**config.mk**
```make
export PLATFORM = sky130hd
export DESIGN_NAME = truth_table_sweeper
export DESIGN_NICKNAME = d
export VERILOG_FILES = /design/src/rtl/truth_table_sweeper.sv
export SDC_FILE = /design/constraint.sdc
export NUM_CORES = 1
export LEC_CHECK = 0
export CORE_ASPECT_RATIO = 1.2
export CORE_MARGIN = 3
export CORE_UTILIZATION = 45
export DETAILED_ROUTE_END_ITERATION = 8
export GPL_TIMING_DRIVEN = 0
export PLACE_DENSITY = 0.74
export SYNTH_ARGS = -nofsm -noshare
export SYNTH_HDL_FRONTEND = slang
export SYNTH_SLANG_ARGS = --single-unit
export TNS_END_PERCENT = 1
```
**constraint.sdc**
```tcl
create_clock -name clk -period 4.14 [get_ports clk]
set_clock_uncertainty 0.05 [all_clocks]
set_input_delay 0.414 -clock clk [delete_from_list [all_inputs] [get_ports clk]]
set_output_delay 0.414 -clock clk [all_outputs]
set_load 0.05 [all_outputs]
```
**src/rtl/truth_table_sweeper.sv**
```systemverilog
// truth_table_sweeper
// Sequential test stage around a 4-input / 3-output combinational function
// block. It steps A..D through all 16 codes, holds each code for HOLD
// cycles, and captures F_alpha/F_beta/F_gamma on the last cycle of each
// hold window into three 16-bit truth tables and three minterm counts.
//
// Parameters
//   HOLD       cycles each vector is held before sampling (1..15)
// Ports
//   clk        rising-edge clock
//   reset      synchronous, active-high reset
//   start      begins a sweep; only looked at while idle
//   F_alpha/F_beta/F_gamma  responses of the function block to A..D
//   A,B,C,D    registered vector, A is the MSB
//   busy       sweep in progress
//   done       one-cycle pulse after the last sample
//   valid      tables and counts hold a complete sweep
//   tt_*       truth tables, bit i = response at vector i
//   cnt_*      number of set bits in the matching table (0..16)
//
// state | meaning
// ------+---------------------------------------------------------------
// IDLE  | waiting for start; results from the last sweep are held
// SWEEP | stepping idx through 0..15, sampling once per HOLD cycles

module truth_table_sweeper #(
    parameter int HOLD = 1
) (
    input  logic        clk,
    input  logic        reset,
    input  logic        start,
    input  logic        F_alpha,
    input  logic        F_beta,
    input  logic        F_gamma,
    output logic        A,
    output logic        B,
    output logic        C,
    output logic        D,
    output logic        busy,
    output logic        done,
    output logic        valid,
    output logic [15:0] tt_alpha,
    output logic [15:0] tt_beta,
    output logic [15:0] tt_gamma,
    output logic [4:0]  cnt_alpha,
    output logic [4:0]  cnt_beta,
    output logic [4:0]  cnt_gamma
);

    typedef enum logic {
        IDLE  = 1'b0,
        SWEEP = 1'b1
    } state_t;

    localparam logic [3:0] HOLD_LAST = 4'(HOLD - 1);

    state_t      state, state_nxt;
    logic [3:0]  idx, idx_nxt;
    logic [3:0]  hold_cnt, hold_cnt_nxt;
    logic        busy_nxt, done_nxt, valid_nxt;
    logic [15:0] tt_alpha_nxt, tt_beta_nxt, tt_gamma_nxt;
    logic [4:0]  cnt_alpha_nxt, cnt_beta_nxt, cnt_gamma_nxt;

    // The vector outputs come straight off the idx register, so the
    // function block sees a glitch-free code for the whole hold window.
    assign {A, B, C, D} = idx;

    always_ff @(posedge clk) begin
        if (reset) begin
            state     <= IDLE;
            idx       <= 4'd0;
            hold_cnt  <= 4'd0;
            busy      <= 1'b0;
            done      <= 1'b0;
            valid     <= 1'b0;
            tt_alpha  <= 16'd0;
            tt_beta   <= 16'd0;
            tt_gamma  <= 16'd0;
            cnt_alpha <= 5'd0;
            cnt_beta  <= 5'd0;
            cnt_gamma <= 5'd0;
        end else begin
            state     <= state_nxt;
            idx       <= idx_nxt;
            hold_cnt  <= hold_cnt_nxt;
            busy      <= busy_nxt;
            done      <= done_nxt;
            valid     <= valid_nxt;
            tt_alpha  <= tt_alpha_nxt;
            tt_beta   <= tt_beta_nxt;
            tt_gamma  <= tt_gamma_nxt;
            cnt_alpha <= cnt_alpha_nxt;
            cnt_beta  <= cnt_beta_nxt;
            cnt_gamma <= cnt_gamma_nxt;
        end
    end

    always_comb begin
        state_nxt     = state;
        idx_nxt       = idx;
        hold_cnt_nxt  = hold_cnt;
        busy_nxt      = busy;
        done_nxt      = 1'b0;
        valid_nxt     = valid;
        tt_alpha_nxt  = tt_alpha;
        tt_beta_nxt   = tt_beta;
        tt_gamma_nxt  = tt_gamma;
        cnt_alpha_nxt = cnt_alpha;
        cnt_beta_nxt  = cnt_beta;
        cnt_gamma_nxt = cnt_gamma;

        case (state)
            IDLE: begin
                if (start) begin
                    state_nxt     = SWEEP;
                    idx_nxt       = 4'd0;
                    hold_cnt_nxt  = 4'd0;
                    busy_nxt      = 1'b1;
                    valid_nxt     = 1'b0;
                    tt_alpha_nxt  = 16'd0;
                    tt_beta_nxt   = 16'd0;
                    tt_gamma_nxt  = 16'd0;
                    cnt_alpha_nxt = 5'd0;
                    cnt_beta_nxt  = 5'd0;
                    cnt_gamma_nxt = 5'd0;
                end
            end

            SWEEP: begin
                if (hold_cnt != HOLD_LAST) begin
                    hold_cnt_nxt = hold_cnt + 4'd1;
                end else begin
                    // Sample edge: capture the settled response for this code.
                    tt_alpha_nxt[idx] = F_alpha;
                    tt_beta_nxt[idx]  = F_beta;
                    tt_gamma_nxt[idx] = F_gamma;
                    // At most 16 increments from zero, so 5 bits never wrap.
                    cnt_alpha_nxt     = cnt_alpha + {4'd0, F_alpha};
                    cnt_beta_nxt      = cnt_beta  + {4'd0, F_beta};
                    cnt_gamma_nxt     = cnt_gamma + {4'd0, F_gamma};
                    hold_cnt_nxt      = 4'd0;
                    if (idx == 4'hF) begin
                        idx_nxt   = 4'd0;
                        state_nxt = IDLE;
                        busy_nxt  = 1'b0;
                        valid_nxt = 1'b1;
                        done_nxt  = 1'b1;
                    end else begin
                        idx_nxt = idx + 4'd1;
                    end
                end
            end

            default: begin
                state_nxt = IDLE;
            end
        endcase
    end

endmodule

```
-- After elaboration in Yosys (flattened, before gate mapping)
Index checks and enable logic that the tools add are counted.
- output and inout port bits: 70
- bits in registers: 75
- input bits: 6
- word-level logic and storage cells: 67
- order comparisons: 2
- $add $sub $neg: 5
- equality and inequality tests: 4
- reduce and logical (&&, ||, !) cells: 5
- bitwise gates (word level): 1
- mux-type cells: 38
- operators by type and width (cell ; number):
    one-hot mux 16 bit (2 select lines) ; 3
    two-way mux 16 bit ; 4
    bitwise mux 16 bit ; 3
    one-hot mux 5 bit (2 select lines) ; 3
    two-way mux 5 bit ; 4
    two-way mux 4 bit ; 4
    one-hot mux 4 bit (2 select lines) ; 2
    adder 5 x 1 -> 5 bit ; 3
    two-way mux 1 bit ; 11
    adder 4 x 1 -> 4 bit (second input constant) ; 2
    one-hot mux 1 bit (2 select lines) ; 3
    less-than comparator 4 x 5 -> 1 bit (second input constant) ; 1
    demux 1 bit (select 4 bit) ; 1
    == test 4 bit (second input constant) ; 1
    >= comparator 4 x 1 -> 1 bit (second input constant) ; 1
    inequality test 2 bit (second input constant) ; 2
    nonzero test 4 bit ; 1
    AND reduction 3 bit ; 1
    OR reduction 3 bit ; 1
    inequality test 2 x 1 -> 1 bit (second input constant) ; 1
    AND reduction 2 bit ; 1
    logical AND 1 bit ; 1
    NOT 1 bit ; 1

-- Depth between registers and ports, before layout
- depth after elaboration: 7
- mapped depth: 9
- gate-level depth less buffers: 6

-- Worst setup path before layout
No wires, ideal clock.
- path kind: reg2reg
- start point: reg idx[2]
- end point: reg tt_alpha[0]
- data required time: 3973 ps
- period minus slack after synthesis: 1774 ps
- arrival time: 1608 ps
- path buffers: 2
- library setup time: 117 ps
- slack: 2366 ps
- cell stages (with the launch flop): 7
- path through: dfxtp_1 > buf_2 > or2_2 > buf_1 > o21ai_0 > a21oi_1 > a22o_1
- word-level cells in the longest chain between the ends: 7
- elaborated cells on any way between the ends: 8
- those cells by class: 2 x order compare; 5 x mux; 1 x reduce/logical
- RTL lines (element ; line ; RTL):
    start: declaration ; 58 ; logic [3:0] idx, idx_nxt;
    start signal: assignment ; 84 ; idx <= idx_nxt;
    less-than comparator 4 x 5 -> 1 bit (not written as such) / >= comparator 4 x 1 -> 1 bit (equally long branches) ; 134 ; tt_alpha_nxt[idx] = F_alpha;
    logical AND 1 bit (not written as such) ; 134 ;
    two-way mux 1 bit (not written as such) ; 134 ;
    demux 1 bit (select 4 bit) * ; 134 ;
    bitwise mux 16 bit * ; 134 ;
    two-way mux 16 bit * ; 130 ; if (hold_cnt != HOLD_LAST) begin
    one-hot mux 16 bit (2 select lines) * ; 112 ; case (state)
    end signal: assignment ; 89 ; tt_alpha <= tt_alpha_nxt;
    end: declaration ; 42 ; output logic [15:0] tt_alpha,
Mark *: on every way between the ends. The rest lies on a longest branch, timed or not. The select of a mux whose other input is x is not followed.
A chain may end at the register's enable or synchronous reset.

-- Final worst setup path
- start point: reg idx[1]
- end point: out C
- RTL lines (element ; line ; RTL):
    end: declaration ; 37 ; output logic C,
No word-level cell between the ends.

==> reports/qor.yml <==
run_status:
  status: "finished clean"
synth:
  syn-num-nets: 335
  synthAdderAreaFrac: 0.04955
  synth_top_family_by_area: "compound AO/OA/AOI/OAI gates"
  synth_area_leaders: "dfxtp_1, a22o_1, ha_1"
  yosysMostFrequentCell: "dfxtp_1"
  syn_area_mm2: 0.003030
  yosys.area.top_type_share: 0.4955
  synth_edf_count: 0
  synth.area.mux_share: 0
  yosys.area_share.simple: 0.1495
  ys_top_cells_by_count: "dfxtp_1, a22o_1, a21oi_1, nor2_1, o21ai_0"
  ys.warnings.count: 0
  yosys_register_bits: 75
  async_reset_ff_frac: 0
  synthesis.instances: 317
  ys.flop_type: "dfxtp_1"
  ys_types: 36
  synth_compound_area_frac: 0.2436
  ys_seq_area_frac: 0.4955
  synth_area_per_cell_um2: 9.560
  synth_top_area_cell: "dfxtp_1"
  synth_xor_area_frac: 0.01734
finish:
  area.growth.synth_to_final_pct: 34.68
  fin_cells: 492
  n_fill_cell: 598
  multi_input_area_mm2: 0.001394
  layout-drive-gt1-share: 0.06880
  num-nets-final: 420
  seq_area_mm2: 0.001501
  antenna_cells: 0
critical_path:
  crit_cells: 1
  startpoint_type: "flop"
  path_class: "reg2out"
  cp_num_buf_inv: 1
  critPathLaunch: "idx[1]$_SDFFE_PP0P_"
  crit_slowest_cell: "clkdlybuf4s50_1"
  timing.rr.start: "hold_cnt[0]$_SDFFE_PP0P_"
  critPathCapture: "C"
  worstSetupEndpointType: "primary output"
  timing.critical_path.slowest_cell_delay_ns: 0.87
  cp.required_ns: 3.68
  rrSetupSlack_ns: 2.25
  r2r-end: "cnt_beta[4]$_SDFFE_PP0P_"
  reg2regPathDepth: 9
  path_cells: "clkdlybuf4s50_1"
  cp.arrival_ns: 1.63
  cp_max_fo: 6
  cp_top_family: "buffers and inverters"
grt:
  overflow: 0
  met2_usage: 0.3226
  antenna_found_initial: 0
  grt_pass1_wl_um: 12010
  use_met3: 0.04026
  grt_max_degree: 14
  grt_pass1_vias: 2520
  busiest_layer: "met2"
  met1_usage: 0.2613
  track_usage: 0.2000
routing:
  drc: 0
  vias_per_cell: 5.429
  routed_wl_um: 7490
  dr.first_iter.drc_count: 116
  firstDrtPassIters: 4
  vias: 2671
  avgRoutedWirePerCell_um: 15.22
  postRouteAntennaNets: 0
cts:
  cts_tree: "done"
  cts_num_sinks: 75
  clk_pin_slew_ns: 0.08
  clockRootBuffer: "clkbuf_8"
  hold_buffers: 0
  insertion_delay_ns: 0.34
  post_cts_buffers: 0
  cts_resized: 0
  cts_buffers: 9
  clock_path_buffers: 2
  htree_levels: 3
placement:
  pre_cts_ws_ns: 1.972
  gp_congestion: 0.8506
  place_inst: 476
  io_buffer_count: 74
  post-dp-hpwl_um: 5474
timing:
  fin_tns_setup_ns: 0
  rsz0062_at_grt: "false"
  period_needed_ns: 2.098
  final_max_slew_viol_count: 0
  slew_headroom: 0.6454
  finalHoldViolCount: 0
  fin_crit_sh: 0.5068
  setup_ws_ns: 2.042
  worst_pin_slew_ns: 0.5302
  final-setup-viol-count: 0
  fmaxAchievable_ghz: 0.4766
  hold_ws_ns: 0.4218
die:
  initial_core_util: 0.4672
  dieWidth_um: 80.91
  ios: 76
  die_y_um: 95.90
  die_area_mm2: 0.007759
  row_count: 32
  core_area_mm2: 0.006486
min_path:
  hold_path_class: "reg2reg"
  whs_path_depth: 1
power_and_ir_drop:
  vdd_drop_max_uv: 253.1
  leakage_nw: 1.504
  report.power.total_mw: 1.465
  power_density_mw_per_mm2: 358.8
job:
  drv_cap: 0
## stage by stage
step                utilization  cell area, um2
floorplan                     -            3030
global placement         0.5978            3877
detailed placement       0.5978            3877
CTS                      0.6292            4081
global route             0.6292            4081
finish                   0.6292            4081
## registers in the layout, summed over array words and instances (netlist names), 4 cells and up
signal / count
cnt_alpha: 5
cnt_beta: 5
cnt_gamma: 5
hold_cnt: 4
idx: 4
tt_alpha: 16
tt_beta: 16
tt_gamma: 16
## area by class of cell
cell class / instances / share of cell area
Buffer: 19 / 0.02391
Clock buffer: 11 / 0.03464
Tap cell: 85 / 0.02606
Timing Repair Buffer: 74 / 0.1815
Multi-Input combinational cell: 213 / 0.3415
Sequential cell: 75 / 0.3679
Inverter: 10 / 0.009197
Clock inverter: 5 / 0.01533
## cells in the final DEF, fill, tap and decap left out, types with 7 or more instances in the layout
cell	n
a22oi_1	7
clkbuf_8	10
nor2_1	27
clkdlybuf4s50_1	74
nand3_1	15
nand2_1	8
nand2b_1	14
dfxtp_1	75
clkbuf_1	9
o21ai_0	25
ha_1	12
a22o_1	36
inv_1	10
o2bb2ai_1	9
a21oi_1	27
## how the worst min path moves through the flow
| stage | startpoint | endpoint | slack (ns) |
|---|---|---|---|
| after floorplan | hold_cnt[0]$_SDFFE_PP0P_ | hold_cnt[0]$_SDFFE_PP0P_ | 0.41 |
| after global placement | tt_alpha[13]$_SDFFE_PP0P_ | tt_alpha[13]$_SDFFE_PP0P_ | 0.40 |
| after detailed placement | tt_gamma[12]$_SDFFE_PP0P_ | tt_gamma[12]$_SDFFE_PP0P_ | 0.41 |
| after CTS | tt_gamma[14]$_SDFFE_PP0P_ | tt_gamma[14]$_SDFFE_PP0P_ | 0.43 |
| after global routing | tt_beta[5]$_SDFFE_PP0P_ | tt_beta[5]$_SDFFE_PP0P_ | 0.44 |
| final | tt_gamma[14]$_SDFFE_PP0P_ | tt_gamma[14]$_SDFFE_PP0P_ | 0.42 |
## power by group
group          leakage [nW]  internal [mW]  total [mW]  switching [mW]
Clock                0.0957          0.297       0.568           0.270
Sequential            0.606          0.730       0.737         0.00765
Combinational         0.802         0.0509       0.159           0.109
Total                  1.50           1.08        1.46           0.387
## kinds of logic after synthesis
group	count (synthesis)
XOR/XNOR	6
AND/OR/NAND/NOR	87
adder cells (fa/ha/maj)	12
AO/OA/AOI/OAI	108
flip-flops	75
buffers and inverters	29
## routing by layer
layer / vias to the layer above / routed length [um]
li1: 1318 / -
met1: 1243 / 3508
met2: 100 / 3421
met3: 10 / 439
met4: 0 / 120
met5: - / 0
(Power assumes the default switching activity.)
